File: src/rtl/mux_arb_pkg.sv
// Shared encodings for the round-robin arbiter in front of the 2:1 data mux.
package mux_arb_pkg;

    typedef enum logic [1:0] {
        ARB_IDLE  = 2'd0,
        ARB_GNT_A = 2'd1,
        ARB_GNT_B = 2'd2
    } arb_state_e;

    localparam logic SEL_A = 1'b1;

    // Burst counter is sized for the largest legal MAX_BURST (255).
    localparam int BURST_W = 8;

endpackage

File: src/rtl/mux_rr_arbiter_mux.sv
// 2:1 data mux; select high routes requester A to the output.
module mux_rr_arbiter_mux
    import mux_arb_pkg::*;
#(
    parameter int WIDTH = 4
) (
    input  logic             sel,
    input  logic [WIDTH-1:0] in_a,
    input  logic [WIDTH-1:0] in_b,
    output logic [WIDTH-1:0] out
);

    assign out = (sel == SEL_A) ? in_a : in_b;

endmodule

File: src/rtl/mux_rr_arbiter.sv
// Round-robin arbiter with per-grant burst limit driving a shared 2:1 mux.
// Grant statistics counters exist only when MUX_RR_ARBITER_STATS_EN is defined.
module mux_rr_arbiter
    import mux_arb_pkg::*;
#(
    parameter int DATA_W    = 4,
    parameter int MAX_BURST = 4,
    parameter int CNT_W     = 16
) (
    input  logic              clk,
    input  logic              reset,
    input  logic              req_a,
    input  logic [DATA_W-1:0] data_a,
    input  logic              req_b,
    input  logic [DATA_W-1:0] data_b,
    output logic              gnt_a,
    output logic              gnt_b,
    output logic              sel,
    output logic [DATA_W-1:0] out_data,
    output logic              out_valid,
    input  logic              out_ready,
    output logic [CNT_W-1:0]  cnt_a,
    output logic [CNT_W-1:0]  cnt_b
);

    localparam logic [BURST_W-1:0] BURST_LAST = BURST_W'(MAX_BURST - 1);

    arb_state_e         state_q, state_d;
    logic               ptr_a_q, ptr_a_d;
    logic [BURST_W-1:0] burst_q, burst_d;
    logic               beat;

    assign gnt_a     = (state_q == ARB_GNT_A);
    assign gnt_b     = (state_q == ARB_GNT_B);
    assign sel       = gnt_a;
    assign out_valid = (gnt_a & req_a) | (gnt_b & req_b);
    assign beat      = out_valid & out_ready;

    always_comb begin
        state_d = state_q;
        ptr_a_d = ptr_a_q;
        burst_d = burst_q;
        case (state_q)
            ARB_IDLE: begin
                if (req_a && (!req_b || ptr_a_q)) begin
                    state_d = ARB_GNT_A;
                end else if (req_b) begin
                    state_d = ARB_GNT_B;
                end
            end
            ARB_GNT_A: begin
                if (!req_a) begin
                    state_d = req_b ? ARB_GNT_B : ARB_IDLE;
                    burst_d = '0;
                    ptr_a_d = 1'b0;
                end else if (beat) begin
                    // Burst limit only forces a handover when B is waiting.
                    if (burst_q == BURST_LAST) begin
                        burst_d = '0;
                        if (req_b) begin
                            state_d = ARB_GNT_B;
                            ptr_a_d = 1'b0;
                        end
                    end else begin
                        burst_d = burst_q + 1'b1;
                    end
                end
            end
            ARB_GNT_B: begin
                if (!req_b) begin
                    state_d = req_a ? ARB_GNT_A : ARB_IDLE;
                    burst_d = '0;
                    ptr_a_d = 1'b1;
                end else if (beat) begin
                    if (burst_q == BURST_LAST) begin
                        burst_d = '0;
                        if (req_a) begin
                            state_d = ARB_GNT_A;
                            ptr_a_d = 1'b1;
                        end
                    end else begin
                        burst_d = burst_q + 1'b1;
                    end
                end
            end
            default: begin
                state_d = ARB_IDLE;
                burst_d = '0;
            end
        endcase
    end

    always_ff @(posedge clk or posedge reset) begin
        if (reset) begin
            state_q <= ARB_IDLE;
            ptr_a_q <= 1'b1;
            burst_q <= '0;
        end else begin
            state_q <= state_d;
            ptr_a_q <= ptr_a_d;
            burst_q <= burst_d;
        end
    end

`ifdef MUX_RR_ARBITER_STATS_EN
    logic [CNT_W-1:0] cnt_a_q, cnt_a_d;
    logic [CNT_W-1:0] cnt_b_q, cnt_b_d;

    // Count entries into a grant state, not cycles spent in it.
    always_comb begin
        cnt_a_d = cnt_a_q;
        cnt_b_d = cnt_b_q;
        if (state_d == ARB_GNT_A && state_q != ARB_GNT_A) begin
            cnt_a_d = cnt_a_q + CNT_W'(1);
        end
        if (state_d == ARB_GNT_B && state_q != ARB_GNT_B) begin
            cnt_b_d = cnt_b_q + CNT_W'(1);
        end
    end

    always_ff @(posedge clk or posedge reset) begin
        if (reset) begin
            cnt_a_q <= '0;
            cnt_b_q <= '0;
        end else begin
            cnt_a_q <= cnt_a_d;
            cnt_b_q <= cnt_b_d;
        end
    end

    assign cnt_a = cnt_a_q;
    assign cnt_b = cnt_b_q;
`else
    assign cnt_a = '0;
    assign cnt_b = '0;
`endif

    mux_rr_arbiter_mux #(
        .WIDTH (DATA_W)
    ) u_mux (
        .sel  (sel),
        .in_a (data_a),
        .in_b (data_b),
        .out  (out_data)
    );

endmodule

File: config.mk
export PLATFORM = sky130hd
export DESIGN_NAME = mux_rr_arbiter
export DESIGN_NICKNAME = d
export VERILOG_FILES = /design/src/rtl/mux_arb_pkg.sv /design/src/rtl/mux_rr_arbiter_mux.sv /design/src/rtl/mux_rr_arbiter.sv
export SDC_FILE = /design/constraint.sdc
export NUM_CORES = 1
export LEC_CHECK = 0
export ABC_AREA = 1
export BUFFER_PORTS_ARGS = -buffer_cell sky130_fd_sc_hd__buf_2
export CORE_MARGIN = 4
export CORE_UTILIZATION = 47
export CTS_CLUSTER_DIAMETER = 200
export DETAILED_ROUTE_END_ITERATION = 8
export PLACE_DENSITY_LB_ADDON = 0.3
export SLEW_MARGIN = 20
export SYNTH_ARGS = -nofsm -noshare
export SYNTH_HDL_FRONTEND = slang
export SYNTH_SLANG_ARGS = --single-unit
File: constraint.sdc
create_clock -name clk -period 1.78 [get_ports clk]
set_input_delay 0.089 -clock clk [delete_from_list [all_inputs] [get_ports clk]]
set_output_delay 0.089 -clock clk [all_outputs]
set_load 0.02 [all_outputs]
; After elaboration in Yosys (flattened, before gate mapping)
; Index checks and enable logic that the tools add are counted.
[classes]
addsub = 1
eq_ne = 9
n_mux = 27
bitwise_logic = 4
reduce_logical = 7
[ops]
columns = operator, count
row1 = $mux 8, 4
row2 = $pmux 8 s3, 1
row3 = $mux 2, 10
row4 = $ne 3x2->1 const B, 4
row5 = $mux 1, 9
row6 = $add 8x1->8 const B, 1
row7 = $eq 8x2->1 const B, 1
row8 = $reduce_and 7->1, 1
row9 = $ne 3x3->1 const B, 2
row10 = $pmux 2 s3, 1
row11 = $reduce_and 5->1, 1
row12 = $mux 4, 1
row13 = $and 1x1->1, 3
row14 = $eq 2x1->1 const B, 1
row15 = $eq 2x2->1 const B, 1
row16 = $logic_not 2->1, 1
row17 = $pmux 1 s2, 1
row18 = $reduce_bool 2->1, 1
row19 = $logic_and 1x1->1, 1
row20 = $logic_not 1->1, 1
row21 = $logic_or 1x1->1, 1
row22 = $or 1x1->1, 1
[word_totals]
regBits = 11
input_bits = 13
wordCells = 51

; Logic depth before layout (Yosys ltp)
[logic_depth]
word_depth = 7
ltp_mapped = 11

; By module
; Synthesis repeated with hierarchy kept, for this count alone.
[hier_totals]
cells_unflattened = 184
area_unflattened_um2 = 1198.6
[by_module_without_submodules]
columns = module, n_inst, cells_each, area_per_inst_um2, seq_area_each_um2
row1 = mux_rr_arbiter, 1, 171, 1149.9, 276.5
row2 = mux_rr_arbiter_mux, 1, 13, 48.8, 0.0

; Least setup slack after synthesis
; No wires, ideal clock.
[synth_path]
kind = reg-to-reg
startpoint = register state_q[1]
endpoint = register burst_q[1]
arrival_ns = 1.627
slack_ns = 0.033
stages_incl_launch_ff = 10
synth_period_minus_slack_ns = 1.747
path_cell_list = dfrtp_1 inv_1 ha_1 buf_4 nand2_2 nand2_4 nand3_4 or2_0 o21ai_0 nor2_1
[synth_between]
elab_chain_len = 7
word_cells_on_any_way = 11
classes_between = eq/ne (2) / mux (4) / bitwise (4) / reduce/logical (1)
[synth_lines]
columns = element, line_no
row1 = start: declaration, mux_rr_arbiter.sv:28  ; arb_state_e state_q, state_d;
row2 = start signal: assignment, mux_rr_arbiter.sv:99  ; state_q <= state_d;
row3 = $eq 2x1->1 *, mux_rr_arbiter.sv:33  ; assign gnt_a = (state_q == ARB_GNT_A);
row4 = named net gnt_a, mux_rr_arbiter.sv:16  ; output logic gnt_a,
row5 = $and 1x1->1 *, mux_rr_arbiter.sv:36  ; assign out_valid = (gnt_a & req_a) | (gnt_b & req_b);
row6 = $or 1x1->1 *, mux_rr_arbiter.sv:36
row7 = named net out_valid, mux_rr_arbiter.sv:20  ; output logic out_valid,
row8 = $and 1x1->1 *, mux_rr_arbiter.sv:37  ; assign beat = out_valid & out_ready;
row9 = $mux 8 *, n/a
row10 = "$mux 8, on equally long branches", n/a
row11 = $pmux 8 s3 *, mux_rr_arbiter.sv:43  ; case (state_q)
row12 = end signal: assignment, mux_rr_arbiter.sv:101  ; burst_q <= burst_d;
row13 = end: declaration, mux_rr_arbiter.sv:30  ; logic [BURST_W-1:0] burst_q, burst_d;
; The timed path passes the listed nets; every way through them passes the cells marked *.
; A chain may end at the register's enable or synchronous reset.

; Final worst setup path
[layout_path]
startpoint = register state_q[1]
endpoint = output out_data[3]
[layout_between]
elab_chain_len = 2
[layout_lines]
columns = element, line_no
row1 = $eq 2x1->1, mux_rr_arbiter.sv:33
row2 = $mux 4, mux_rr_arbiter_mux.sv:13  ; assign out = (sel == SEL_A) ? in_a : in_b;
row3 = end: declaration, mux_rr_arbiter.sv:19  ; output logic [DATA_W-1:0] out_data,
; No other way between the ends.

==> qor.yml <==
critical_path:
  reg2reg_slack_ns: 0.22
  crit_end: "out_data[3]"
  crit_start: "state_q[1]"
  critPathCaptureType: "primary output"
  cp.required_ns: 1.69
  worst-setup-path-type: "register to primary output"
  reg2reg_from: "state_q[1]"
  rr_worst_depth: 9
  slowest_stage: "dfrtp_1"
  cp_slowest_stage_delay_ns: 0.41
  cp_max_fo: 10
  rr_endpoint: "burst_q[5]"
  cp_cell_sequence: "inv_1 -> ha_1 -> buf_4 -> inv_1 -> nand2_1 -> nand2_1 -> buf_2"
  crit_arrival_ns: 1.56
  cp-start-kind: "register"
floorplanning:
  dieWidth_microns: 58.37
  pin_count: 53
  die-area_sq_um: 3407
  die_y_microns: 58.37
  core-area_sq_um: 2318
  start_util_pct: 51.43
  placementRows: 17
grt:
  grt.total_usage_pct: 13.71
  antenna_found_initial: 0
  grt_overflow: 0
  use_met3_pct: 3.070
  grt_pass1_wl_microns: 3670
  grt_pass1_vias: 892
  top_usage_layer: "met2"
  grt_max_degree: 12
  grtUsageMet2_pct: 23.44
  use_met1_pct: 16.35
clock_network:
  cts_root_buf: "clkbuf_4"
  clk_latency_ns: 0.28
  cts_made_buffers: 3
  clk_path_buf_depth: 2
  postCtsSetupRepairBufs: 0
  cts_tree: "built"
  clock-sinks: 11
  clkTransAtPathRegs_ns: 0.08
  htree_levels: 1
place:
  gp_congestion: 0.8645
  port-buffer-count: 20
  hpwl_microns: 1913
  dp.cells: 225
  dpl_cell_area_sq_um: 1196
sta:
  max_freq_mhz: 606.5
  period_minus_slack_ns: 1.649
  worst_clock_skew_ns: 0.009162
  slew_violations: 0
  rsz0062_at_grt: "false"
  finalSetupViolations: 0
  fin_tns_setup_ns: 0
  hold_viol_final: 0
  post-route-period-util_pct: 92.63
outcome:
  status: "finished, final reports clean"
logic_synthesis:
  ys_seq_elements: 11
  ys_types: 24
  yosysTopAreaCell: "buf_4"
  synth.top_cell.area_share_pct: 21.41
  yosys_warnings: 0
  synthCells: 179
  ys_seq_area_share_pct: 23.19
  yosys-top-cells-area: "buf_4, dfrtp_1, nand2_1"
  synthesis.area_sq_um: 1192
  synth.avg_cell_area_sq_um: 6.661
cells_and_area:
  fillers: 234
  drive_gt1_share_pct: 20.30
  seq_area_sq_um: 276.5
  final_cells: 230
  fin_area_sq_um: 1232
  diodes: 0
  multi_input_comb_area_sq_um: 681.9
  areaGrowthSynthToFinish_pct: 3.358
  nNetsFinal: 221
power:
  power.density_nw_per_um2: 1099
  power_w: 0.001355
  peakVddDrop_mv: 0.5436
  power.leakage_nw: 0.7186
min_path:
  hold_path.class: "primary input to register"
  hp-start: "req_b"
detailed_routing:
  routedWlPerCell_microns: 9.852
  drtAntennaViolNets: 0
  drc_errors: 0
  routed_wl_microns: 2266
  firstDrtPassIters: 4
  vias: 1012
  vias_per_cell: 4.400
  drtIter0Drc: 68
run:
  maxCapViolations: 0
## layer usage
layer / share of wire, % / up-vias / wire [microns]
li1: - / 530 / -
met1: 39 / 444 / 893
met2: 51 / 33 / 1146
met3: 8.1 / 5 / 184
met4: 1.8 / 0 / 41
met5: 0 / - / 0
## cell usage in the layout, fill, tap and decap left out, drive strengths merged
master       Yosys  layout
a21oi            3       3
a31oi            1       1
buf             34      21
clkbuf           0       4
clkinv           1       1
conb             1      32
dfrtp           10      10
dfstp            1       1
dlygate4sd3      0       1
ha               5       5
inv             24      24
nand2           53      53
nand3           16      16
nand3b           1       1
nand4            1       1
nor2            20      20
o21ai            6       6
o21bai           1       1
or2              1       1
## metrics by stage
stage / util, % / hold slack (ns) / worst slack, ns
6_report: 53.16 / 0.1754 / 0.1312
5_1_grt: 53.16 / 0.1992 / 0.002282
4_1_cts: 53.16 / 0.1826 / 0.1292
3_5_place_dp: 51.59 / 0.1086 / 0.2152
3_3_place_gp: 51.59 / 0.1080 / 0.2362
2_1_floorplan: - / -0.05928 / 0.03285
## power by group
part	switching, W	leakage [nW]	total, W	internal (W)
Sequential	0.0000430	0.147	0.000340	0.000297
Clock	0.0000886	0.0150	0.000176	0.0000870
Combinational	0.000580	0.556	0.000839	0.000259
## worst min-delay path by stage
stage                             to  slack [ns]  cells after the start
after floorplan           burst_q[0]       -0.06                      1
after global placement    state_q[1]        0.11                      2
after detailed placement  state_q[1]        0.11                      2
after CTS                    ptr_a_q        0.18                      5
after global routing         ptr_a_q        0.20                      5
final                        ptr_a_q        0.18                      5
## sequential cells by signal, summed over array words and instances (netlist names)
signal / cells
burst_q: 8
state_q: 2
ptr_a_q: 1
## synth_stat cells
master     n
a21oi_1    3
a31oi_1    1
buf_4     34
clkinv_2   1
conb_1     1
dfrtp_1   10
dfstp_2    1
ha_1       5
inv_1     21
inv_2      3
nand2_1   47
nand2_2    3
nand2_4    3
nand3_1   15
nand3_4    1
nand3b_1   1
nand4_1    1
nor2_1    16
nor2_2     2
nor2_4     2
o21ai_0    2
o21ai_1    4
o21bai_2   1
or2_0      1
## timing repair
action	in CTS	in global routing
hold endpoints to repair	10	0
gates resized for setup	0	0
hold buffers	1	0
## logic make-up after synthesis
| logic type | Yosys count | synth area share, % |
|---|---|---|
| adder cells (fa/ha/maj) | 5 | 5.247 |
| flip-flops | 11 | 23.19 |
| AO/OA/AOI/OAI | 11 | 5.247 |
| other | 1 | 0.3145 |
| buffers and inverters | 59 | 29.38 |
| AND/OR/NAND/NOR | 92 | 36.62 |
## worst max-delay path: cells and delay by family, from the launching register on
family | cells | cell delay, ns
buf+inv | 4 | 0.55
flops | 1 | 0.41
fa+ha+maj | 1 | 0.21
simple gates | 2 | 0.12
## cell type report
cell class,count,share of cell area (%)
repair buffers,22,9.543
flip-flops and latches,11,22.44
clock buffers,4,2.132
multi-input cells,140,55.33
well taps,28,2.843
inverters,25,7.716
Note: power is estimated with default switching activity, not from simulation.
